$ cat config.mk
export PLATFORM = sky130hd
export DESIGN_NAME = i2c_diag_frame_rx
export DESIGN_NICKNAME = d
export VERILOG_FILES = /design/src/rtl/i2c_diag_pkg.sv /design/src/rtl/i2c_diag_frame_rx_filter.sv /design/src/rtl/i2c_diag_frame_rx.sv
export SDC_FILE = /design/constraint.sdc
export NUM_CORES = 1
export LEC_CHECK = 0
export CAP_MARGIN = 20
export CELL_PAD_IN_SITES_DETAIL_PLACEMENT = 0
export CELL_PAD_IN_SITES_GLOBAL_PLACEMENT = 1
export CORE_ASPECT_RATIO = 1.25
export CORE_MARGIN = 4
export CORE_UTILIZATION = 47
export CTS_BUF_LIST = sky130_fd_sc_hd__clkbuf_4 sky130_fd_sc_hd__clkbuf_8
export DETAILED_ROUTE_END_ITERATION = 8
export PLACE_DENSITY_LB_ADDON = 0.15
export SLEW_MARGIN = 20
export SYNTH_ARGS = -nofsm -noshare
export SYNTH_HDL_FRONTEND = slang
export SYNTH_HIERARCHICAL = 1
export SYNTH_SLANG_ARGS = --single-unit
$ cat constraint.sdc
create_clock -name cam1_pclk -period 2.6 [get_ports cam1_pclk]
set_clock_uncertainty 0.05 [all_clocks]
set_input_delay 0.52 -clock cam1_pclk [delete_from_list [all_inputs] [get_ports cam1_pclk]]
set_output_delay 0.52 -clock cam1_pclk [all_outputs]
set_load 0.05 [all_outputs]
$ cat src/rtl/i2c_diag_pkg.sv
// i2c_diag_pkg: shared state, error codes and frame constants for the diagnostic I2C link
package i2c_diag_pkg;
    typedef enum logic [2:0] {IDLE, ADDR, ADDR_ACK, DATA, DATA_ACK, IGNORE} state_t;
    localparam logic [1:0] ERR_NONE    = 2'd0;
    localparam logic [1:0] ERR_SHORT   = 2'd1;
    localparam logic [1:0] ERR_OVERRUN = 2'd2;
    localparam logic [1:0] ERR_TIMEOUT = 2'd3;
    localparam int FRAME_BYTES = 3;
    localparam logic [6:0] DEF_I2C_ADDR = 7'h5D;
endpackage

$ cat src/rtl/i2c_diag_frame_rx_filter.sv
// i2c_line_filter: two-flop synchroniser plus run-length debounce with edge pulses
module i2c_line_filter #(
    parameter int FILT_LEN = 4
) (
    input  logic cam1_pclk,
    input  logic cam_resetn,
    input  logic line_in,
    output logic level,
    output logic rise,
    output logic fall
);
    localparam int CW = $clog2(FILT_LEN + 1);
    logic [1:0]    sync;
    logic [CW-1:0] cnt;
    // level flips only after FILT_LEN consecutive synchronised samples disagree with it
    always_ff @(posedge cam1_pclk or negedge cam_resetn) begin
        if (!cam_resetn) begin
            sync  <= 2'b11;
            cnt   <= '0;
            level <= 1'b1;
            rise  <= 1'b0;
            fall  <= 1'b0;
        end else begin
            sync <= {sync[0], line_in};
            rise <= 1'b0;
            fall <= 1'b0;
            if (sync[1] == level) begin
                cnt <= '0;
            end else if (cnt == CW'(FILT_LEN - 1)) begin
                level <= sync[1];
                rise  <= sync[1];
                fall  <= !sync[1];
                cnt   <= '0;
            end else begin
                cnt <= cnt + 1'b1;
            end
        end
    end
endmodule

$ cat src/rtl/i2c_diag_frame_rx.sv
// i2c_diag_frame_rx: I2C write target that collects page/value diagnostic frames
module i2c_diag_frame_rx
    import i2c_diag_pkg::*;
#(
    parameter logic [6:0] I2C_ADDR     = DEF_I2C_ADDR,
    parameter int         FILT_LEN     = 4,
    parameter int         TIMEOUT_CLKS = 270000
) (
    input  logic        cam1_pclk,
    input  logic        cam_resetn,
    input  logic        scl_in,
    input  logic        sda_in,
    output logic        sda_oe,
    output logic        frame_valid,
    output logic [7:0]  frame_page,
    output logic [15:0] frame_value,
    output logic        busy,
    output logic [15:0] frame_cnt,
    output logic [15:0] err_cnt,
    output logic [1:0]  last_err
);
    localparam int TW = $clog2(TIMEOUT_CLKS + 1);
    state_t        state;
    logic          scl_lvl, scl_rise, scl_fall, sda_lvl, sda_rise, sda_fall;
    logic          start_ev, stop_ev, timeout, match, slot, overrun;
    logic [2:0]    bit_cnt, nbytes;
    logic [7:0]    shreg, pg, vh, vl, nxt;
    logic [TW-1:0] to_cnt;

    i2c_line_filter #(.FILT_LEN(FILT_LEN)) u_scl (
        .cam1_pclk(cam1_pclk), .cam_resetn(cam_resetn), .line_in(scl_in),
        .level(scl_lvl), .rise(scl_rise), .fall(scl_fall)
    );
    i2c_line_filter #(.FILT_LEN(FILT_LEN)) u_sda (
        .cam1_pclk(cam1_pclk), .cam_resetn(cam_resetn), .line_in(sda_in),
        .level(sda_lvl), .rise(sda_rise), .fall(sda_fall)
    );

    assign start_ev = sda_fall && scl_lvl;
    assign stop_ev  = sda_rise && scl_lvl;
    assign timeout  = to_cnt == TW'(TIMEOUT_CLKS);
    assign nxt      = {shreg[6:0], sda_lvl};

    // stall watchdog: counts only while engaged on the bus, any SCL edge restarts it
    always_ff @(posedge cam1_pclk or negedge cam_resetn) begin
        if (!cam_resetn) to_cnt <= '0;
        else to_cnt <= (state == IDLE || state == IGNORE || scl_rise || scl_fall) ? '0 : to_cnt + 1'b1;
    end

    // protocol FSM; bus conditions take priority over bit handling, STOP over timeout
    always_ff @(posedge cam1_pclk or negedge cam_resetn) begin
        if (!cam_resetn) begin
            state       <= IDLE;
            sda_oe      <= 1'b0;
            busy        <= 1'b0;
            slot        <= 1'b0;
            match       <= 1'b0;
            overrun     <= 1'b0;
            bit_cnt     <= '0;
            nbytes      <= '0;
            shreg       <= '0;
            pg          <= '0;
            vh          <= '0;
            vl          <= '0;
            frame_valid <= 1'b0;
            frame_page  <= '0;
            frame_value <= '0;
            frame_cnt   <= '0;
            err_cnt     <= '0;
            last_err    <= ERR_NONE;
        end else begin
            frame_valid <= 1'b0;
            if (state != IDLE && stop_ev) begin
                state  <= IDLE;
                sda_oe <= 1'b0;
                busy   <= 1'b0;
                slot   <= 1'b0;
                if (busy && overrun) begin
                    err_cnt  <= err_cnt + 1'b1;
                    last_err <= ERR_OVERRUN;
                end else if (busy && nbytes == 3'(FRAME_BYTES)) begin
                    frame_valid <= 1'b1;
                    frame_page  <= pg;
                    frame_value <= {vh, vl};
                    frame_cnt   <= frame_cnt + 1'b1;
                end else if (busy && nbytes != 3'd0) begin
                    err_cnt  <= err_cnt + 1'b1;
                    last_err <= ERR_SHORT;
                end
            end else if (start_ev) begin
                if (busy && nbytes != 3'd0 && nbytes < 3'(FRAME_BYTES)) begin
                    err_cnt  <= err_cnt + 1'b1;
                    last_err <= ERR_SHORT;
                end
                state   <= ADDR;
                sda_oe  <= 1'b0;
                busy    <= 1'b0;
                slot    <= 1'b0;
                overrun <= 1'b0;
                bit_cnt <= '0;
                nbytes  <= '0;
            end else if (timeout) begin
                state    <= IDLE;
                sda_oe   <= 1'b0;
                busy     <= 1'b0;
                slot     <= 1'b0;
                err_cnt  <= err_cnt + 1'b1;
                last_err <= ERR_TIMEOUT;
            end else begin
                case (state)
                    ADDR: if (scl_rise) begin
                        shreg   <= nxt;
                        bit_cnt <= bit_cnt + 1'b1;
                        if (bit_cnt == 3'd7) begin
                            state <= ADDR_ACK;
                            match <= nxt[7:1] == I2C_ADDR && !nxt[0];
                        end
                    end
                    ADDR_ACK: if (scl_fall) begin
                        if (slot) begin
                            slot    <= 1'b0;
                            sda_oe  <= 1'b0;
                            bit_cnt <= '0;
                            state   <= DATA;
                        end else if (match) begin
                            slot   <= 1'b1;
                            sda_oe <= 1'b1;
                            busy   <= 1'b1;
                        end else begin
                            state <= IGNORE;
                        end
                    end
                    DATA: if (scl_rise) begin
                        shreg   <= nxt;
                        bit_cnt <= bit_cnt + 1'b1;
                        if (bit_cnt == 3'd7) begin
                            state  <= DATA_ACK;
                            nbytes <= (nbytes == 3'd4) ? nbytes : nbytes + 1'b1;
                            if (nbytes == 3'd0) pg <= nxt;
                            if (nbytes == 3'd1) vh <= nxt;
                            if (nbytes == 3'd2) vl <= nxt;
                        end
                    end
                    DATA_ACK: if (scl_fall) begin
                        if (slot) begin
                            slot    <= 1'b0;
                            sda_oe  <= 1'b0;
                            bit_cnt <= '0;
                            state   <= DATA;
                        end else begin
                            slot    <= 1'b1;
                            sda_oe  <= nbytes <= 3'(FRAME_BYTES);
                            overrun <= overrun || nbytes > 3'(FRAME_BYTES);
                        end
                    end
                    default: ;
                endcase
            end
        end
    end
endmodule
=== After elaboration in Yosys (flattened, before gate mapping) ===
Cells that the tools add are included.

* Output and inout port bits: 61
* Bits in registers: 139
* Bits of input ports: 4
* Logic and storage cells: 213

* Multiplexer cells: 84
* Order comparisons: 3
* Bitwise gates (word level): 6
* Eq/ne operators: 35
* Reduce and logical (&&, ||, !) cells: 49
* $add $sub $neg: 7

{| class="wikitable"
|+ Operators by type and width
! cell !! number
|-
| $mux W16 || 7
|-
| $mux W3 || 27
|-
| $mux W1 || 38
|-
| $add A16 B1 Y16 const B || 2
|-
| $reduce_and A7 Y1 || 3
|-
| $ne A5 B4 Y1 const B || 4
|-
| $add A19 B1 Y19 const B || 1
|-
| $eq A19 B19 Y1 const B || 1
|-
| $mux W19 || 1
|-
| $eq A3 B2 Y1 const B || 6
|-
| $reduce_and A6 Y1 || 3
|-
| $ne A3 B1 Y1 const B || 5
|-
| $ne A5 B5 Y1 const B || 3
|-
| $mux W2 || 7
|-
| $add A3 B1 Y3 const B || 4
|-
| $eq A3 B3 Y1 const B || 4
|-
| $ne A6 B6 Y1 const B || 2
|-
| $pmux W3 S4 || 1
|-
| $reduce_and A4 Y1 || 3
|-
| $reduce_bool A3 Y1 || 4
|-
| $reduce_bool A4 Y1 || 3
|-
| $reduce_and A5 Y1 || 2
|-
| $reduce_bool A2 Y1 || 5
|-
| $reduce_and A9 Y1 || 1
|-
| other kinds (21) || 47
|}

=== Logic depth before layout (Yosys ltp) ===
Gate-level depths: netlist of the first run.

* Depth in word-level cells: 7
* Mapped depth: 8

=== Hierarchy ===
The synthesis of the first run kept the hierarchy.

{| class="wikitable"
|+ Modules (own cells, without submodules)
! module !! cells each !! area an instance (sq um) !! seq. area each (sq um) !! times used
|-
| i2c_diag_frame_rx || 518 || 5627.9 || 3078.0 || 1
|-
| i2c_line_filter || 17 || 289.0 || 203.9 || 2
|}

=== Worst setup path after synthesis of the first run ===
OpenSTA, ideal clock, no wires.

* Kind: register to register
* Start: register bit_cnt[0]
* End: register pg[0]
* Cell stages (with the launch flop): 9
* Buffers on the path: 1
* Slack: 540 ps
* Arrival time: 1885 ps
* Cells stage by stage: dfrtp_1 ha_1 ha_1 and2_1 nand4_1 nor2_1 and4_1 buf_2 mux2_2

* Word-level cells in the longest chain between the ends: 2

{| class="wikitable"
|+ RTL lines
! element !! RTL line !! RTL
|-
| from (decl) || i2c_diag_frame_rx.sv:26 || <nowiki>logic [2:0] bit_cnt, nbytes;</nowiki>
|-
| from (signal assigned) || i2c_diag_frame_rx.sv:113 || <nowiki>bit_cnt <= bit_cnt + 1'b1;</nowiki>
|-
| from (signal assigned) || i2c_diag_frame_rx.sv:135 || <nowiki>bit_cnt <= bit_cnt + 1'b1;</nowiki>
|-
| $eq A3 B3 Y1 || i2c_diag_frame_rx.sv:136 || <nowiki>if (bit_cnt == 3'd7) begin</nowiki>
|-
| $reduce_and A7 Y1 (no source line) || n/a ||
|-
| to (signal assigned) || i2c_diag_frame_rx.sv:139 || <nowiki>if (nbytes == 3'd0) pg <= nxt;</nowiki>
|-
| to (decl) || i2c_diag_frame_rx.sv:27 || <nowiki>logic [7:0] shreg, pg, vh, vl, nxt;</nowiki>
|}

Every way passes these cells.
A chain may end at the register's enable or synchronous reset.

=== Worst setup path after layout of the first run ===
* Start: register to_cnt[10]
* End: register pg[6]

* Word-level cells in the longest chain between the ends: 3

{| class="wikitable"
|+ RTL lines
! element !! RTL line !! RTL
|-
| from (decl) || i2c_diag_frame_rx.sv:28 || <nowiki>logic [TW-1:0] to_cnt;</nowiki>
|-
| from (signal assigned) || i2c_diag_frame_rx.sv:47 || <nowiki>else to_cnt <= (state == IDLE || state == IGNORE || scl_rise || scl_fall) ? '0 : to_cnt + 1'b1;</nowiki>
|-
| $eq A19 B19 Y1 || i2c_diag_frame_rx.sv:41 || <nowiki>assign timeout = to_cnt == TW'(TIMEOUT_CLKS);</nowiki>
|-
| $not A1 Y1 (no source line) || n/a ||
|-
| $reduce_and A7 Y1 (no source line) || n/a ||
|}

Every way passes these cells.

==> results of run 1 <==
[metal layers]
layer  wire length (um)  GRT usage, %  part of all wire [%]  vias to the layer above
li1                   -             -                     -                     2039
met1               5566         21.45                    46                     2075
met2               5883         28.31                    49                       82
met3                487         4.230                   4.0                       12
met4                151         5.749                   1.2                        0
met5                  0             0                     0                        -
[sequential cells by signal (all words and copies together), names as in the netlist, 7 cells and up]
| register | flops |
|---|---|
| frame_cnt | 16 |
| frame_page | 8 |
| err_cnt | 16 |
| pg | 8 |
| shreg | 7 |
| vl | 8 |
| to_cnt | 19 |
| frame_value | 16 |
| vh | 8 |
[layout make-up]
type / count / area share [%]
clock inverter: 10 / 1.575
inverter: 16 / 0.8040
tap: 168 / 2.814
timing repair buffer: 77 / 10.07
multi-input combinational: 380 / 34.37
clock buffer: 21 / 3.702
sequential: 139 / 46.67
[cells in the final DEF (no fill, tap or decap), types with 11 or more instances in the layout]
| cell type | synthesis | routed |
|---|---|---|
| ha_1 | 13 | 13 |
| nand3_1 | 16 | 16 |
| xor2_1 | 28 | 28 |
| clkdlybuf4s50_1 | 0 | 63 |
| mux2_2 | 34 | 34 |
| nor3_1 | 14 | 14 |
| clkbuf_8 | 0 | 19 |
| xnor2_1 | 21 | 21 |
| dfrtp_1 | 133 | 133 |
| inv_1 | 15 | 15 |
| nor2_1 | 35 | 35 |
| a21oi_1 | 11 | 11 |
| nand4_1 | 11 | 11 |
| nand2_1 | 104 | 104 |
| buf_4 | 1 | 12 |
[synthesized netlist by cell type (5+ instances only)]
cell and count:
a21oi_1 11, and3_1 7, and4_1 6, buf_2 8, clkbuf_1 6, dfrtp_1 133, dfstp_2 6, ha_1 13
inv_1 15, mux2_2 34, mux2i_1 5, nand2_1 104, nand2b_1 6, nand3_1 16, nand4_1 11, nand4b_1 5
nor2_1 35, nor3_1 14, nor3b_1 10, nor4b_1 5, o21ai_0 7, xnor2_1 21, xor2_1 28
[worst max-delay path, delay by kind of cell (launching register included)]
kind / cells / cell delay, ns
AOI/OAI and AO/OA: 1 / 0.39
muxes: 1 / 0.39
and+or+nand+nor: 3 / 1.00
DFF: 1 / 0.41
[cell families after synthesis]
kind of cell	count (synthesis)	share of synthesized area, %
fa+ha+maj	13	2.621
mux	41	7.460
compound gates	32	3.750
buf+inv	33	2.460
flops	139	56.17
xor+xnor	49	6.915
simple gates	245	20.63
[worst min-delay path by stage]
stage / slack, ns / depth (start not counted) / endpoint
2_1_floorplan: 0.17 / 0 / bit_cnt[0]$_DFFE_PN0P_
3_3_place_gp: 0.30 / 0 / u_sda/sync[1]$_DFF_PN1_
3_5_place_dp: 0.30 / 0 / u_sda/sync[1]$_DFF_PN1_
4_1_cts: 0.005 / 1 / err_cnt[3]$_DFFE_PN0P_
5_1_grt: 0.02 / 1 / err_cnt[3]$_DFFE_PN0P_
6_report: 0.0009 / 1 / err_cnt[3]$_DFFE_PN0P_
[metrics by stage]
step                utilization, %  std cells
global route                 58.20        811
global placement             55.13        780
CTS                          58.20        811
detailed placement           55.13        780
finish                       58.20        811
floorplan                        -        552
[power by group]
group	switching, mW	internal (mW)	total (mW)
Clock	0.810	0.920	1.73
Combinational	0.438	0.301	0.739
Sequential	0.156	2.31	2.46
Total	1.40	3.53	4.93
==> impl_metrics.env, run 1 <==
export IMPL_outcome="completed"
export IMPL_reg2reg_depth=5
export IMPL_p_leak_nw=3.559
export IMPL_cts_root_buf="clkbuf_8"
export IMPL_grt_max_degree=59
export IMPL_synthCells=552
export IMPL_clkTransAtPathRegs_ns=0.07
export IMPL_cts_hold_buf=0
export IMPL_vias_per_cell=5.189
export IMPL_rows=46
export IMPL_post_cts_buffers=0
export IMPL_synth_edf_count=0
export IMPL_syn_nets=569
export IMPL_maxCapViolations=0
export IMPL_cp_start_kind="flip-flop"
export IMPL_finalInstanceArea_sq_um=7470
export IMPL_slew_violations=0
export IMPL_ys_ff_latch=139
export IMPL_yosysTopAreaCellShare_pct=53.63
export IMPL_finalWorstSetupSlack_ns=0.2491
export IMPL_fin_crit_sh_pct=90.42
export IMPL_clockBufferDepth=2
export IMPL_grt_overflow=0
export IMPL_nNetsFinal=648
export IMPL_synthTopCellsByArea="dfrtp_1 (54%), nand2_1 (6.3%), mux2_2 (6.2%)"
export IMPL_dp_hpwl_um=8404
export IMPL_antenna_found_initial=0
export IMPL_pre_cts_ws_ns=0.3004
export IMPL_power_density_nw_per_um2=660.4
export IMPL_ys_seq_area_share_pct=56.17
export IMPL_diodes=0
export IMPL_drt_first_pass_iters=4
export IMPL_hold_viol=0
export IMPL_rsz0062_at_grt="false"
export IMPL_critical_path_slowest_cell="and4_1"
export IMPL_multi_input_area_sq_um=2567
export IMPL_async_reset_ff_share_pct=100.0
export IMPL_hp_class="in -> async"
export IMPL_postPlaceCellArea_sq_um=7076
export IMPL_htreeDepth=4
export IMPL_drc=0
export IMPL_n_fill_cell=1085
export IMPL_synth_largest_area_cell="dfrtp_1"
export IMPL_end_kind="flip-flop"
export IMPL_worstPathRequired_ns=2.87
export IMPL_crit_fanout=8
export IMPL_cp_cell_sequence="and3_1 > and3_2 > a21oi_1 > and4_1 > mux2_2"
export IMPL_reg2reg_from="to_cnt[10]$_DFF_PN0_"
export IMPL_cts_num_sinks=139
export IMPL_ys_flop_type="dfrtp_1"
export IMPL_tightest_slew_ns=0.5423
export IMPL_path_class="reg -> reg"
export IMPL_relSlewSlack_pct=63.84
export IMPL_power_mw=4.933
export IMPL_syn_area_per_cell_sq_um=11.24
export IMPL_max_stage_delay_ns=0.52
export IMPL_ir_drop_uv=369.0
export IMPL_grt_usage_pct=16.87
export IMPL_cts_tree="yes"
export IMPL_finalWirelength_um=12090
export IMPL_ff2ff_setup_slack_ns=0.25
export IMPL_dr_total_vias=4208
export IMPL_critPathArrivalTime_ns=2.62
export IMPL_syn_area_sq_um=6206
export IMPL_cts_buffers=17
export IMPL_dieArea_sq_um=15120
export IMPL_finalSetupTns_ns=0
export IMPL_post_cts_resized=0
export IMPL_clock_latency_ns=0.43
export IMPL_cp_startpoint="to_cnt[10]$_DFF_PN0_"
export IMPL_routedWlPerCell_um=14.91
export IMPL_ys_warn_count=6
export IMPL_synth_cell_types=53
export IMPL_io_buffers=64
export IMPL_first_iter_violations=155
export IMPL_holdWs_ns=0.0009317
export IMPL_grt_pass1_wl_um=20730
export IMPL_grt_pass1_vias=4263
export IMPL_period_minus_slack_ns=2.351
export IMPL_antenna_left=0
export IMPL_fp_dieW_um=110.8
export IMPL_area_growth_pct=20.36
export IMPL_seq_area_sq_um=3486
export IMPL_fmax_ghz=0.4254
export IMPL_coreArea_sq_um=12830
export IMPL_die_h_um=136.5
export IMPL_setup_viol=0
export IMPL_io_pins=65
export IMPL_critPathCapture="pg[6]$_DFFE_PN0P_"
export IMPL_start_util_pct=48.35
export IMPL_drive_gt1_share_pct=15.24
export IMPL_r2r_end="pg[6]$_DFFE_PN0P_"
export IMPL_globalplace_congestion=0.8430
No activity file was read; power rests on OpenSTA's default activity.
==> run 2: changes to the inputs <==
CAP_MARGIN = unset   (was 20)
==> results of run 2 <==
The final DEF is identical to that of run 1; final timing and power are the same.
